===== src/rtl/meta_read_arbiter.sv =====
// meta_read_arbiter
//   Shares the single metadata-array read port of the L1 data cache among
//   NREQ requesters (0 = probe unit, 1 = MSHR file, 2 = LSU replay).
//   Requesters are served in fixed priority by index. A requester that has
//   waited STARVE_LIMIT cycles is boosted above the fixed order. Each
//   accepted read is followed through a LAT-deep shadow pipeline, so the
//   array's response valid can be steered back to the requester that issued it.
//
// Ports
//   clock, reset        clock; asynchronous active-high reset
//   req_valid/req_ready per-requester read handshake
//   req_idx/req_tag     packed per-requester set index and tag
//   arr_valid/arr_ready read request to / accept from the metadata array
//   arr_idx/arr_tag     index and tag of the granted request (0 when idle)
//   resp_valid          one-hot; array output is valid for requester i
//   busy                at least one read is in flight
module meta_read_arbiter #(
    parameter int NREQ         = 3,
    parameter int IDX_W        = 6,
    parameter int TAG_W        = 20,
    parameter int LAT          = 1,
    parameter int STARVE_LIMIT = 8
) (
    input  logic                    clock,
    input  logic                    reset,
    input  logic [NREQ-1:0]         req_valid,
    output logic [NREQ-1:0]         req_ready,
    input  logic [NREQ*IDX_W-1:0]   req_idx,
    input  logic [NREQ*TAG_W-1:0]   req_tag,
    output logic                    arr_valid,
    input  logic                    arr_ready,
    output logic [IDX_W-1:0]        arr_idx,
    output logic [TAG_W-1:0]        arr_tag,
    output logic [NREQ-1:0]         resp_valid,
    output logic                    busy
);

    localparam int IDW = $clog2(NREQ);
    localparam int CW  = 8;
    localparam logic [CW-1:0] LIMIT = CW'(STARVE_LIMIT);

    logic [CW-1:0]   cnt_reg [NREQ];
    logic [NREQ-1:0] boosted;
    logic            boost_any;
    logic [IDW-1:0]  winner_id;
    logic            fire_any;

    logic [LAT-1:0]           stage_v_reg;
    logic [LAT-1:0][IDW-1:0]  stage_id_reg;

    genvar gi;

    // A requester is boosted once it has been denied STARVE_LIMIT cycles.
    generate
        for (gi = 0; gi < NREQ; gi++) begin : g_boost
            assign boosted[gi] = req_valid[gi] && (cnt_reg[gi] == LIMIT);
        end
    endgenerate

    assign boost_any = |boosted;

    // Scan from the top so the lowest qualifying index is assigned last.
    // When any requester is boosted, only boosted requesters qualify.
    always_comb begin
        winner_id = '0;
        for (int i = NREQ - 1; i >= 0; i--) begin
            if (boost_any ? boosted[i] : req_valid[i]) begin
                winner_id = IDW'(i);
            end
        end
    end

    // Outputs are forced quiet while reset is held.
    assign arr_valid = (|req_valid) && !reset;
    assign fire_any  = arr_valid && arr_ready;
    assign arr_idx   = arr_valid ? req_idx[int'(winner_id)*IDX_W +: IDX_W] : '0;
    assign arr_tag   = arr_valid ? req_tag[int'(winner_id)*TAG_W +: TAG_W] : '0;

    // The winner is always a valid requester, so ready doubles as fire.
    generate
        for (gi = 0; gi < NREQ; gi++) begin : g_ready
            assign req_ready[gi] = fire_any && (winner_id == IDW'(gi));
        end
    endgenerate

    // Starvation counters. Array back-pressure is not a denial, so counters
    // only advance while arr_ready is high.
    always_ff @(posedge clock or posedge reset) begin
        if (reset) begin
            for (int i = 0; i < NREQ; i++) begin
                cnt_reg[i] <= '0;
            end
        end else begin
            for (int i = 0; i < NREQ; i++) begin
                if (req_ready[i]) begin
                    cnt_reg[i] <= '0;
                end else if (!req_valid[i]) begin
                    cnt_reg[i] <= '0;
                end else if (arr_ready && (cnt_reg[i] < LIMIT)) begin
                    cnt_reg[i] <= cnt_reg[i] + 1'b1;
                end
            end
        end
    end

    // Shadow of the array pipeline. It never stalls, because the array
    // cannot stall once it has accepted a read.
    always_ff @(posedge clock or posedge reset) begin
        if (reset) begin
            stage_v_reg  <= '0;
            stage_id_reg <= '0;
        end else begin
            stage_v_reg[0]  <= fire_any;
            stage_id_reg[0] <= winner_id;
            for (int k = 1; k < LAT; k++) begin
                stage_v_reg[k]  <= stage_v_reg[k-1];
                stage_id_reg[k] <= stage_id_reg[k-1];
            end
        end
    end

    generate
        for (gi = 0; gi < NREQ; gi++) begin : g_resp
            assign resp_valid[gi] = stage_v_reg[LAT-1] &&
                                    (stage_id_reg[LAT-1] == IDW'(gi));
        end
    endgenerate

    assign busy = |stage_v_reg;

endmodule


===== config.mk =====
export PLATFORM = sky130hd
export DESIGN_NAME = meta_read_arbiter
export DESIGN_NICKNAME = d
export VERILOG_FILES = /design/src/rtl/meta_read_arbiter.sv
export SDC_FILE = /design/constraint.sdc
export NUM_CORES = 1
export LEC_CHECK = 0
export ABC_CLOCK_PERIOD_IN_PS = 4600
export BUFFER_PORTS_ARGS = -buffer_cell sky130_fd_sc_hd__buf_2
export CAP_MARGIN = 20
export CORE_MARGIN = 2
export CORE_UTILIZATION = 35
export CTS_CLUSTER_DIAMETER = 30
export DETAILED_ROUTE_END_ITERATION = 6
export SETUP_SLACK_MARGIN = 0.4
export SLEW_MARGIN = 30
export SYNTH_ARGS = -nofsm -noshare
export SYNTH_HDL_FRONTEND = slang
export SYNTH_SLANG_ARGS = --single-unit

===== constraint.sdc =====
create_clock -name clock -period 4.6 [get_ports clock]
set_input_delay 0.92 -clock clock [delete_from_list [all_inputs] [get_ports clock]]
set_output_delay 0.92 -clock clock [all_outputs]
set_load 0.1 [all_outputs]

==> results of run 1 <==
worst max path at each step:
stage / depth (start not counted) / to / slack (ps)
2_1_floorplan: 1 / resp_valid[0] / 450
3_3_place_gp: 7 / arr_tag[19] / 730
3_5_place_dp: 7 / arr_tag[2] / 690
4_1_cts: 7 / arr_tag[2] / 700
5_1_grt: 7 / arr_tag[8] / 540
6_report: 7 / arr_tag[19] / 700
per-layer routing:
| metal | routed length, um | part of all wire [%] |
|---|---|---|
| met2 | 3983 | 48 |
| met1 | 3635 | 44 |
| met4 | 148 | 1.8 |
| met5 | 0 | 0 |
| met3 | 547 | 6.6 |
cells by family after synthesis:
logic type	share of synthesized area (%)
and+or+nand+nor	36.33
AOI/OAI and AO/OA	20.83
buffers and inverters	8.993
DFF	27.44
xor gates and xnor gates	2.135
adders and majority gates	3.049
muxes	1.220
power by group:
group / leakage (nW) / total (mW) / internal [mW] / switching [mW]
Clock: 0.0228 / 0.131 / 0.0620 / 0.0687
Combinational: 1.05 / 0.356 / 0.100 / 0.256
Sequential: 0.371 / 0.248 / 0.243 / 0.00501
Total: 1.45 / 0.734 / 0.405 / 0.329
layout make-up:
type / count / share of cell area (%)
timing repair buffer: 127 / 19.68
clock buffer: 4 / 1.261
inverter: 13 / 1.366
multi-input combinational: 219 / 55.43
sequential: 27 / 18.91
tap: 96 / 3.361
per-stage QoR:
stage	hold WS, ps	util (%)	setup slack [ps]	area [um2]
6_report	519.0	52.60	700.8	3573
5_1_grt	546.0	52.60	538.0	3573
4_1_cts	523.4	52.60	698.3	3573
3_5_place_dp	501.0	51.93	694.7	3528
3_3_place_gp	495.7	51.93	732.9	3528
2_1_floorplan	477.5	-	445.3	2873
critical path: stages:
cell,delay (ps)
buf_2,200
nor2b_1,190
and4_2,530
buf_12,270
nor4_1,110
nor4_4,280
buf_2,470
cell usage after synthesis (4+ instances only):
master / number
nor4_1: 55
a211oi_1: 34
dfrtp_1: 27
o21ai_0: 27
nor4b_1: 26
clkbuf_1: 14
inv_1: 12
nor2_1: 11
buf_2: 9
buf_4: 6
ha_1: 6
nand2_1: 5
nand4b_1: 5
nor3b_1: 5
and2_1: 4
==> results.sh, run 1 <==
export IMPL_status="finished, final reports clean"
export IMPL_cts_path_max_buffers=2
export IMPL_ys_warn_count=0
export IMPL_p_total_mw=0.7344
export IMPL_cp_arrival_ps=2980
export IMPL_synth_edf_count=0
export IMPL_avgSynthCellArea_um2=8.433
export IMPL_maxSlewViolCount=0
export IMPL_irDropWorstVdd_mv=0.1336
export IMPL_yosys_area_top_type_share_pct=27.44
export IMPL_synth_async_sr_flop_share_pct=100.0
export IMPL_crit_start="req_valid[1]"
export IMPL_gr_usage_all_layers_pct=21.52
export IMPL_r2r_end="cnt_reg[7]"
export IMPL_ff2ff_setup_slack_ps=2430
export IMPL_gr_usage_met1_pct=29.68
export IMPL_drt_first_pass_iters=4
export IMPL_grt_overflow_total=0
export IMPL_fillCellCount=641
export IMPL_clock_latency_ps=270
export IMPL_synthTopCellsByArea="dfrtp_1 27%, nor4_1 14%, a211oi_1 10%, nor4b_1 9.2%, o21ai_0 5.5%"
export IMPL_grt_antenna_before_repair=0
export IMPL_endpoint_kind="primary output"
export IMPL_synthCells=292
export IMPL_final_common_cell="buf_2"
export IMPL_worstMarginPinSlew_ps=643.0
export IMPL_cts_sinks=27
export IMPL_setup_viol=0
export IMPL_synth_largest_area_cell="dfrtp_1"
export IMPL_postRouteAntennaNets=0
export IMPL_slew_headroom_pct=56.53
export IMPL_final_cell_mix="115 x buf_2, 34 x a211oi_1, 28 x nor4_4, 28 x nor4_1, 27 x dfrtp_1"
export IMPL_fmax_ghz=0.2565
export IMPL_drcViolationCount=0
export IMPL_cts_htree_levels=1
export IMPL_r2r_start="cnt_reg[4]"
export IMPL_p_leak_nw=1.446
export IMPL_routabilityCongestion=0.7632
export IMPL_worstPathRequired_ps=3680
export IMPL_path_max_fanout=41
export IMPL_path_class="in -> out"
export IMPL_maxCapViolCount=0
export IMPL_final_period_utilization_pct=84.77
export IMPL_holdCritPathClass="reg -> reg"
export IMPL_multi_input_area_um2=1981
export IMPL_ys_seq_area_share_pct=27.44
export IMPL_diodes=0
export IMPL_dpl_hpwl_mm=5.953
export IMPL_areaGrowthSynthToFinish_pct=45.12
export IMPL_initial_core_util_pct=36.24
export IMPL_layout_drive_gt1_share_pct=43.59
export IMPL_dieHeight_um=87.88
export IMPL_worstHoldEndpoint="cnt_reg[6]"
export IMPL_layout_nets=481
export IMPL_cts_tree="yes"
export IMPL_post_cts_buffers=0
export IMPL_synth_seq_cells=27
export IMPL_worstRegToRegCells=4
export IMPL_final_min_clock_period_ps=3899
export IMPL_cts_resized=0
export IMPL_grt_pass1_vias=2691
export IMPL_coreArea_um2=6794
export IMPL_post_drt_wl_per_cell_um=17.11
export IMPL_synth_cell_type_count=44
export IMPL_powerDensity_nw_per_um2=205.5
export IMPL_place_inst=482
export IMPL_wirelength_mm=8.314
export IMPL_grt_first_pass_wirelength_mm=13.38
export IMPL_postCtsHoldBufs=0
export IMPL_final_instance_count_excl_fill=486
export IMPL_syn_nets=382
export IMPL_viasPerCell=5.761
export IMPL_final_seq_area_um2=675.6
export IMPL_rsz0062_at_grt="no"
export IMPL_hold_depth=1
export IMPL_tns_ps=0
export IMPL_row_count=30
export IMPL_grt_util_met3_pct=2.922
export IMPL_numPortBuffers=117
export IMPL_clk_pin_slew_ps=80
export IMPL_hold_viol_final=0
export IMPL_hold_start="cnt_reg[6]"
export IMPL_use_met2_pct=35.47
export IMPL_finalClockSkew_ps=2.108
export IMPL_cts_root_buf="clkbuf_8"
export IMPL_largest_reg_flops=24
export IMPL_fp_dieW_um=87.88
export IMPL_dieArea_um2=7722
export IMPL_grt_max_degree=42
export IMPL_critPathLaunchType="input pin"
export IMPL_syn_area_um2=2462
export IMPL_top_usage_layer="met2"
export IMPL_via_count=2800
export IMPL_synthFlopType="dfrtp_1"
export IMPL_first_iter_violations=111
export IMPL_cts_buffers=3
export IMPL_ios=118
Note: power is estimated with default switching activity, not from simulation.
==> run 2, diff against run 1 <==
--- a/config.mk
+++ b/config.mk
@@ -5,13 +5,14 @@
 export SDC_FILE = /design/constraint.sdc
 export NUM_CORES = 1
 export LEC_CHECK = 0
-export ABC_CLOCK_PERIOD_IN_PS = 4600
+export ABC_CLOCK_PERIOD_IN_PS = 3200
 export BUFFER_PORTS_ARGS = -buffer_cell sky130_fd_sc_hd__buf_2
 export CAP_MARGIN = 20
 export CORE_MARGIN = 2
 export CORE_UTILIZATION = 35
 export CTS_CLUSTER_DIAMETER = 30
 export DETAILED_ROUTE_END_ITERATION = 6
+export PLACE_DENSITY = 0.66
 export SETUP_SLACK_MARGIN = 0.4
 export SLEW_MARGIN = 30
 export SYNTH_ARGS = -nofsm -noshare
==> constraint.sdc (replaced) <==
create_clock -name clock -period 3.2 [get_ports clock]
set_input_delay 0.64 -clock clock [delete_from_list [all_inputs] [get_ports clock]]
set_output_delay 0.64 -clock clock [all_outputs]
set_load 0.1 [all_outputs]
==> results.sh, run 2 (synthesized netlist as in run 1, its figures left out) <==
export IMPL_fp_dieW_um=87.88
export IMPL_cts_sinks=27
export IMPL_fmax_ghz=0.3200
export IMPL_clk_pin_slew_ps=90
export IMPL_grt_antenna_before_repair=0
export IMPL_grt_max_degree=30
export IMPL_holdCritPathClass="in -> async"
export IMPL_row_count=30
export IMPL_status="finished, final reports clean"
export IMPL_maxSlewViolCount=0
export IMPL_critPathLaunchType="register"
export IMPL_r2r_start="cnt_reg[4]"
export IMPL_grt_first_pass_wirelength_mm=15.77
export IMPL_cts_htree_levels=1
export IMPL_tns_ps=0
export IMPL_hold_viol_final=0
export IMPL_final_cell_mix="87 x buf_2, 33 x nor4_4, 33 x buf_12"
export IMPL_cts_path_max_buffers=2
export IMPL_finalClockSkew_ps=1.982
export IMPL_postCtsHoldBufs=0
export IMPL_p_leak_nw=1.846
export IMPL_largest_reg_flops=24
export IMPL_layout_drive_gt1_share_pct=61.94
export IMPL_holdWs_ps=448.3
export IMPL_final_seq_area_um2=675.6
export IMPL_endpoint_kind="primary output"
export IMPL_dieArea_um2=7722
export IMPL_place_area_um2=4050
export IMPL_areaGrowthSynthToFinish_pct=98.53
export IMPL_drcViolationCount=0
export IMPL_worstMarginPinSlew_ps=563.1
export IMPL_setup_viol=0
export IMPL_place_inst=485
export IMPL_crit_start="cnt_reg[4]"
export IMPL_via_count=3101
export IMPL_grt_pass1_vias=3085
export IMPL_final_min_clock_period_ps=3125
export IMPL_routabilityCongestion=0.8050
export IMPL_ios=118
export IMPL_final_instance_count_excl_fill=521
export IMPL_ff2ff_setup_slack_ps=800
export IMPL_path_class="reg -> out"
export IMPL_powerDensity_nw_per_um2=252.7
export IMPL_worstPathRequired_ps=2560
export IMPL_dieHeight_um=87.88
export IMPL_r2r_end="cnt_reg[6]"
export IMPL_grt_overflow_total=0
export IMPL_fillCellCount=484
export IMPL_p_total_mw=1.235
export IMPL_final_period_utilization_pct=97.66
export IMPL_viasPerCell=5.952
export IMPL_gr_usage_all_layers_pct=25.64
export IMPL_cts_buffers=3
export IMPL_final_common_cell="buf_2"
export IMPL_first_iter_violations=108
export IMPL_coreArea_um2=6794
export IMPL_path_max_fanout=13
export IMPL_layout_nets=514
export IMPL_irDropWorstVdd_mv=0.2539
export IMPL_clock_latency_ps=270
export IMPL_initial_core_util_pct=36.24
export IMPL_dpl_hpwl_mm=6.145
export IMPL_worstRegToRegCells=6
export IMPL_endpoint="arr_tag[3]"
export IMPL_wirelength_mm=10.50
export IMPL_cp_arrival_ps=2490
export IMPL_postLayoutCoreUtil_pct=71.95
export IMPL_drt_first_pass_iters=4
export IMPL_layout_setup_ws_ps=74.77
export IMPL_pre_cts_ws_ps=180.6
export IMPL_post_drt_wl_per_cell_um=20.16
export IMPL_cts_tree="yes"
export IMPL_maxCapViolCount=0
export IMPL_finalInstanceArea_um2=4888
export IMPL_cts_root_buf="clkbuf_8"
export IMPL_postRouteAntennaNets=0
export IMPL_slew_headroom_pct=61.93
export IMPL_multi_input_area_um2=2457
export IMPL_numPortBuffers=117
export IMPL_rsz0062_at_grt="yes"
==> run 2: cell type report <==
cell class / count / share of cell area [%]
Timing Repair Buffer: 159 / 31.41
Inverter: 13 / 0.9982
Tap cell: 96 / 2.457
Clock buffer: 3 / 0.8446
Multi-Input combinational cell: 220 / 50.27
Sequential cell: 27 / 13.82
Antenna cell: 2 / 0.1024
Clock inverter: 1 / 0.1024
==> run 2: worst min path at each step <==
stage | start | to | depth (start not counted)
4_1_cts | reset | cnt_reg[8] | 2
5_1_grt | reset | cnt_reg[12] | 2
2_1_floorplan | cnt_reg[4] | cnt_reg[4] | 1
3_5_place_dp | cnt_reg[5] | cnt_reg[5] | 1
6_report | reset | cnt_reg[2] | 2
3_3_place_gp | cnt_reg[4] | cnt_reg[4] | 1
==> run 2: report_power, final <==
part / internal [mW] / leakage, nW / switching (mW)
logic: 0.271 / 1.45 / 0.417
registers: 0.349 / 0.371 / 0.00821
clock network: 0.0872 / 0.0255 / 0.102
total: 0.707 / 1.85 / 0.528
==> run 2: per-layer routing <==
metal	GRT usage (%)	vias to the layer above	part of all wire, %
li1	-	1429	-
met1	35.08	1552	43
met2	43.04	102	51
met3	2.922	18	4.5
met4	6.853	0	1.7
met5	0	-	0
==> run 2: worst max-delay path, cell delays in order, from the launching register on <==
cell and delay [ps]:
dfrtp_1 390, or4_4 590, buf_4 180, o2bb2a_4 320
nor4_2 460, nor4_4 100, buf_12 180
==> run 2: repair_timing <==
action	CTS	global route
gates resized for setup	69	36
setup buffers	16	9
endpoints found under the setup margin	29	29
gates cloned	5	0
pin swaps	7	7
==> run 3, diff against run 2 <==
--- a/config.mk
+++ b/config.mk
@@ -5,14 +5,14 @@
 export SDC_FILE = /design/constraint.sdc
 export NUM_CORES = 1
 export LEC_CHECK = 0
-export ABC_CLOCK_PERIOD_IN_PS = 3200
+export ABC_CLOCK_PERIOD_IN_PS = 4000
 export BUFFER_PORTS_ARGS = -buffer_cell sky130_fd_sc_hd__buf_2
 export CAP_MARGIN = 20
 export CORE_MARGIN = 2
 export CORE_UTILIZATION = 35
 export CTS_CLUSTER_DIAMETER = 30
 export DETAILED_ROUTE_END_ITERATION = 6
-export PLACE_DENSITY = 0.66
+export HOLD_SLACK_MARGIN = 0.1
 export SETUP_SLACK_MARGIN = 0.4
 export SLEW_MARGIN = 30
 export SYNTH_ARGS = -nofsm -noshare
==> constraint.sdc (replaced) <==
create_clock -name clock -period 4 [get_ports clock]
set_input_delay 0.8 -clock clock [delete_from_list [all_inputs] [get_ports clock]]
set_output_delay 0.8 -clock clock [all_outputs]
set_load 0.1 [all_outputs]
==> results.sh, run 3 (synthesized netlist as in run 1, its figures left out) <==
export IMPL_viasPerCell=5.864
export IMPL_cts_buffers=3
export IMPL_maxSlewViolCount=0
export IMPL_path_max_fanout=29
export IMPL_fmax_ghz=0.2859
export IMPL_fillCellCount=638
export IMPL_worstRegToRegCells=4
export IMPL_maxCapViolCount=0
export IMPL_grt_overflow_total=0
export IMPL_post_drt_wl_per_cell_um=17.33
export IMPL_initial_core_util_pct=36.24
export IMPL_use_met2_pct=36.64
export IMPL_cts_htree_levels=1
export IMPL_intPower_mw=0.4946
export IMPL_tns_ps=0
export IMPL_grt_util_met3_pct=1.885
export IMPL_hold_start="cnt_reg[7]"
export IMPL_status="finished, final reports clean"
export IMPL_hold_viol_final=0
export IMPL_final_seq_area_um2=675.6
export IMPL_r2r_end="cnt_reg[7]"
export IMPL_dieArea_um2=7722
export IMPL_grt_first_pass_wirelength_mm=13.14
export IMPL_via_count=2850
export IMPL_layout_setup_ws_ps=501.9
export IMPL_cts_sinks=27
export IMPL_r2r_start="cnt_reg[4]"
export IMPL_coreArea_um2=6794
export IMPL_final_common_cell="buf_2"
export IMPL_final_cell_mix="91 x buf_2, 34 x a211oi_1, 28 x nor4_4, 28 x nor4_1, 27 x dfrtp_1"
export IMPL_holdCritPathClass="reg -> reg"
export IMPL_p_leak_nw=1.479
export IMPL_setup_viol=0
export IMPL_multi_input_area_um2=1993
export IMPL_pre_cts_ws_ps=460.1
export IMPL_fp_dieW_um=87.88
export IMPL_path_class="reg -> out"
export IMPL_ios=118
export IMPL_irDropWorstVdd_mv=0.1759
export IMPL_dpl_hpwl_mm=5.853
export IMPL_postRouteAntennaNets=0
export IMPL_hold_depth=1
export IMPL_drcViolationCount=0
export IMPL_clk_pin_slew_ps=90
export IMPL_endpoint_kind="primary output"
export IMPL_grt_antenna_before_repair=0
export IMPL_power_switching_mw=0.3947
export IMPL_grt_pass1_vias=2682
export IMPL_grt_max_degree=41
export IMPL_cp_arrival_ps=2700
export IMPL_ff2ff_setup_slack_ps=1860
export IMPL_power_frac_comb_pct=50.1
export IMPL_row_count=30
export IMPL_routabilityCongestion=0.7461
export IMPL_final_period_utilization_pct=87.45
export IMPL_layout_drive_gt1_share_pct=44.10
export IMPL_worstHoldEndpoint="cnt_reg[7]"
export IMPL_numPortBuffers=117
export IMPL_clockPowerShare_pct=17.8
export IMPL_worstPathRequired_ps=3200
export IMPL_top_usage_layer="met2"
export IMPL_crit_start="cnt_reg[4]"
export IMPL_gr_usage_all_layers_pct=20.99
export IMPL_first_iter_violations=159
export IMPL_largest_reg_flops=24
export IMPL_finalClockSkew_ps=10.29
export IMPL_areaGrowthSynthToFinish_pct=52.79
export IMPL_critPathLaunchType="register"
export IMPL_clock_latency_ps=280
export IMPL_rsz0062_at_grt="no"
export IMPL_cts_root_buf="clkbuf_8"
export IMPL_slew_headroom_pct=61.27
export IMPL_gr_usage_met1_pct=28.13
export IMPL_cts_path_max_buffers=2
export IMPL_swShare_pct=44.38
export IMPL_pwr_share_seq_pct=32.1
export IMPL_diodes=0
export IMPL_dieHeight_um=87.88
export IMPL_worstMarginPinSlew_ps=575.7
export IMPL_final_min_clock_period_ps=3498
export IMPL_drt_first_pass_iters=4
export IMPL_layout_nets=481
export IMPL_wirelength_mm=8.421
export IMPL_powerDensity_nw_per_um2=236.4
export IMPL_cts_tree="yes"
## run 3: final cells by class
| type | count | share of cell area [%] |
|---|---|---|
| clock buffer | 3 | 1.097 |
| clock inverter | 1 | 0.1995 |
| inverter | 13 | 1.297 |
| multi-input combinational | 219 | 52.98 |
| sequential | 27 | 17.96 |
| tap | 96 | 3.193 |
| timing repair buffer | 127 | 23.28 |
## run 3: routing by layer
metal  up-vias  wire length (um)
li1       1367                 -
met1      1393              3771
met2        84              4111
met3         6               477
met4         0                60
met5         -                 0
## run 3: worst max-delay path, stage by stage, from the launching register on
cell	delay (ps)
dfrtp_1	400
or4_4	570
o211ai_2	180
buf_4	360
a211oi_1	170
nor4_4	290
buf_2	460
## run 3: power groups by stage
stage	combinational, mW	sequential [mW]	clock (mW)
2_1_floorplan	0.319	0.294	0
5_1_grt	0.469	0.287	0.175
3_5_place_dp	0.441	0.291	0
4_1_cts	0.442	0.286	0.163
6_report	0.445	0.285	0.159
3_3_place_gp	0.438	0.291	0
## run 3: worst max path at each step
stage	slack [ps]	endpoint
global route	400	arr_tag[3]
global placement	480	arr_idx[0]
finish	500	arr_idx[1]
floorplan	420	arr_tag[11]
CTS	410	arr_idx[0]
detailed placement	460	arr_idx[0]
## run 3: per-stage QoR
| step | hold WS, ps | std cells | total power, mW | instance area, um2 | utilization, % |
|---|---|---|---|---|---|
| 6_report | 522.8 | 486 | 0.8893 | 3762 | 55.38 |
| 3_5_place_dp | 503.7 | 482 | 0.7322 | 3676 | 54.11 |
| 5_1_grt | 542.0 | 486 | 0.9303 | 3762 | 55.38 |
| 4_1_cts | 524.5 | 486 | 0.8902 | 3725 | 54.83 |
| 3_3_place_gp | 497.9 | 482 | 0.7287 | 3676 | 54.11 |
| 2_1_floorplan | 477.5 | 292 | 0.6124 | 2894 | - |
## run 3: repair_timing
action,4_1_cts,5_1_grt
setup endpoints to repair,0,15
hold buffers,0,0
gates resized for setup,0,15
endpoints found under the hold margin,0,0
buffers inserted,0,0
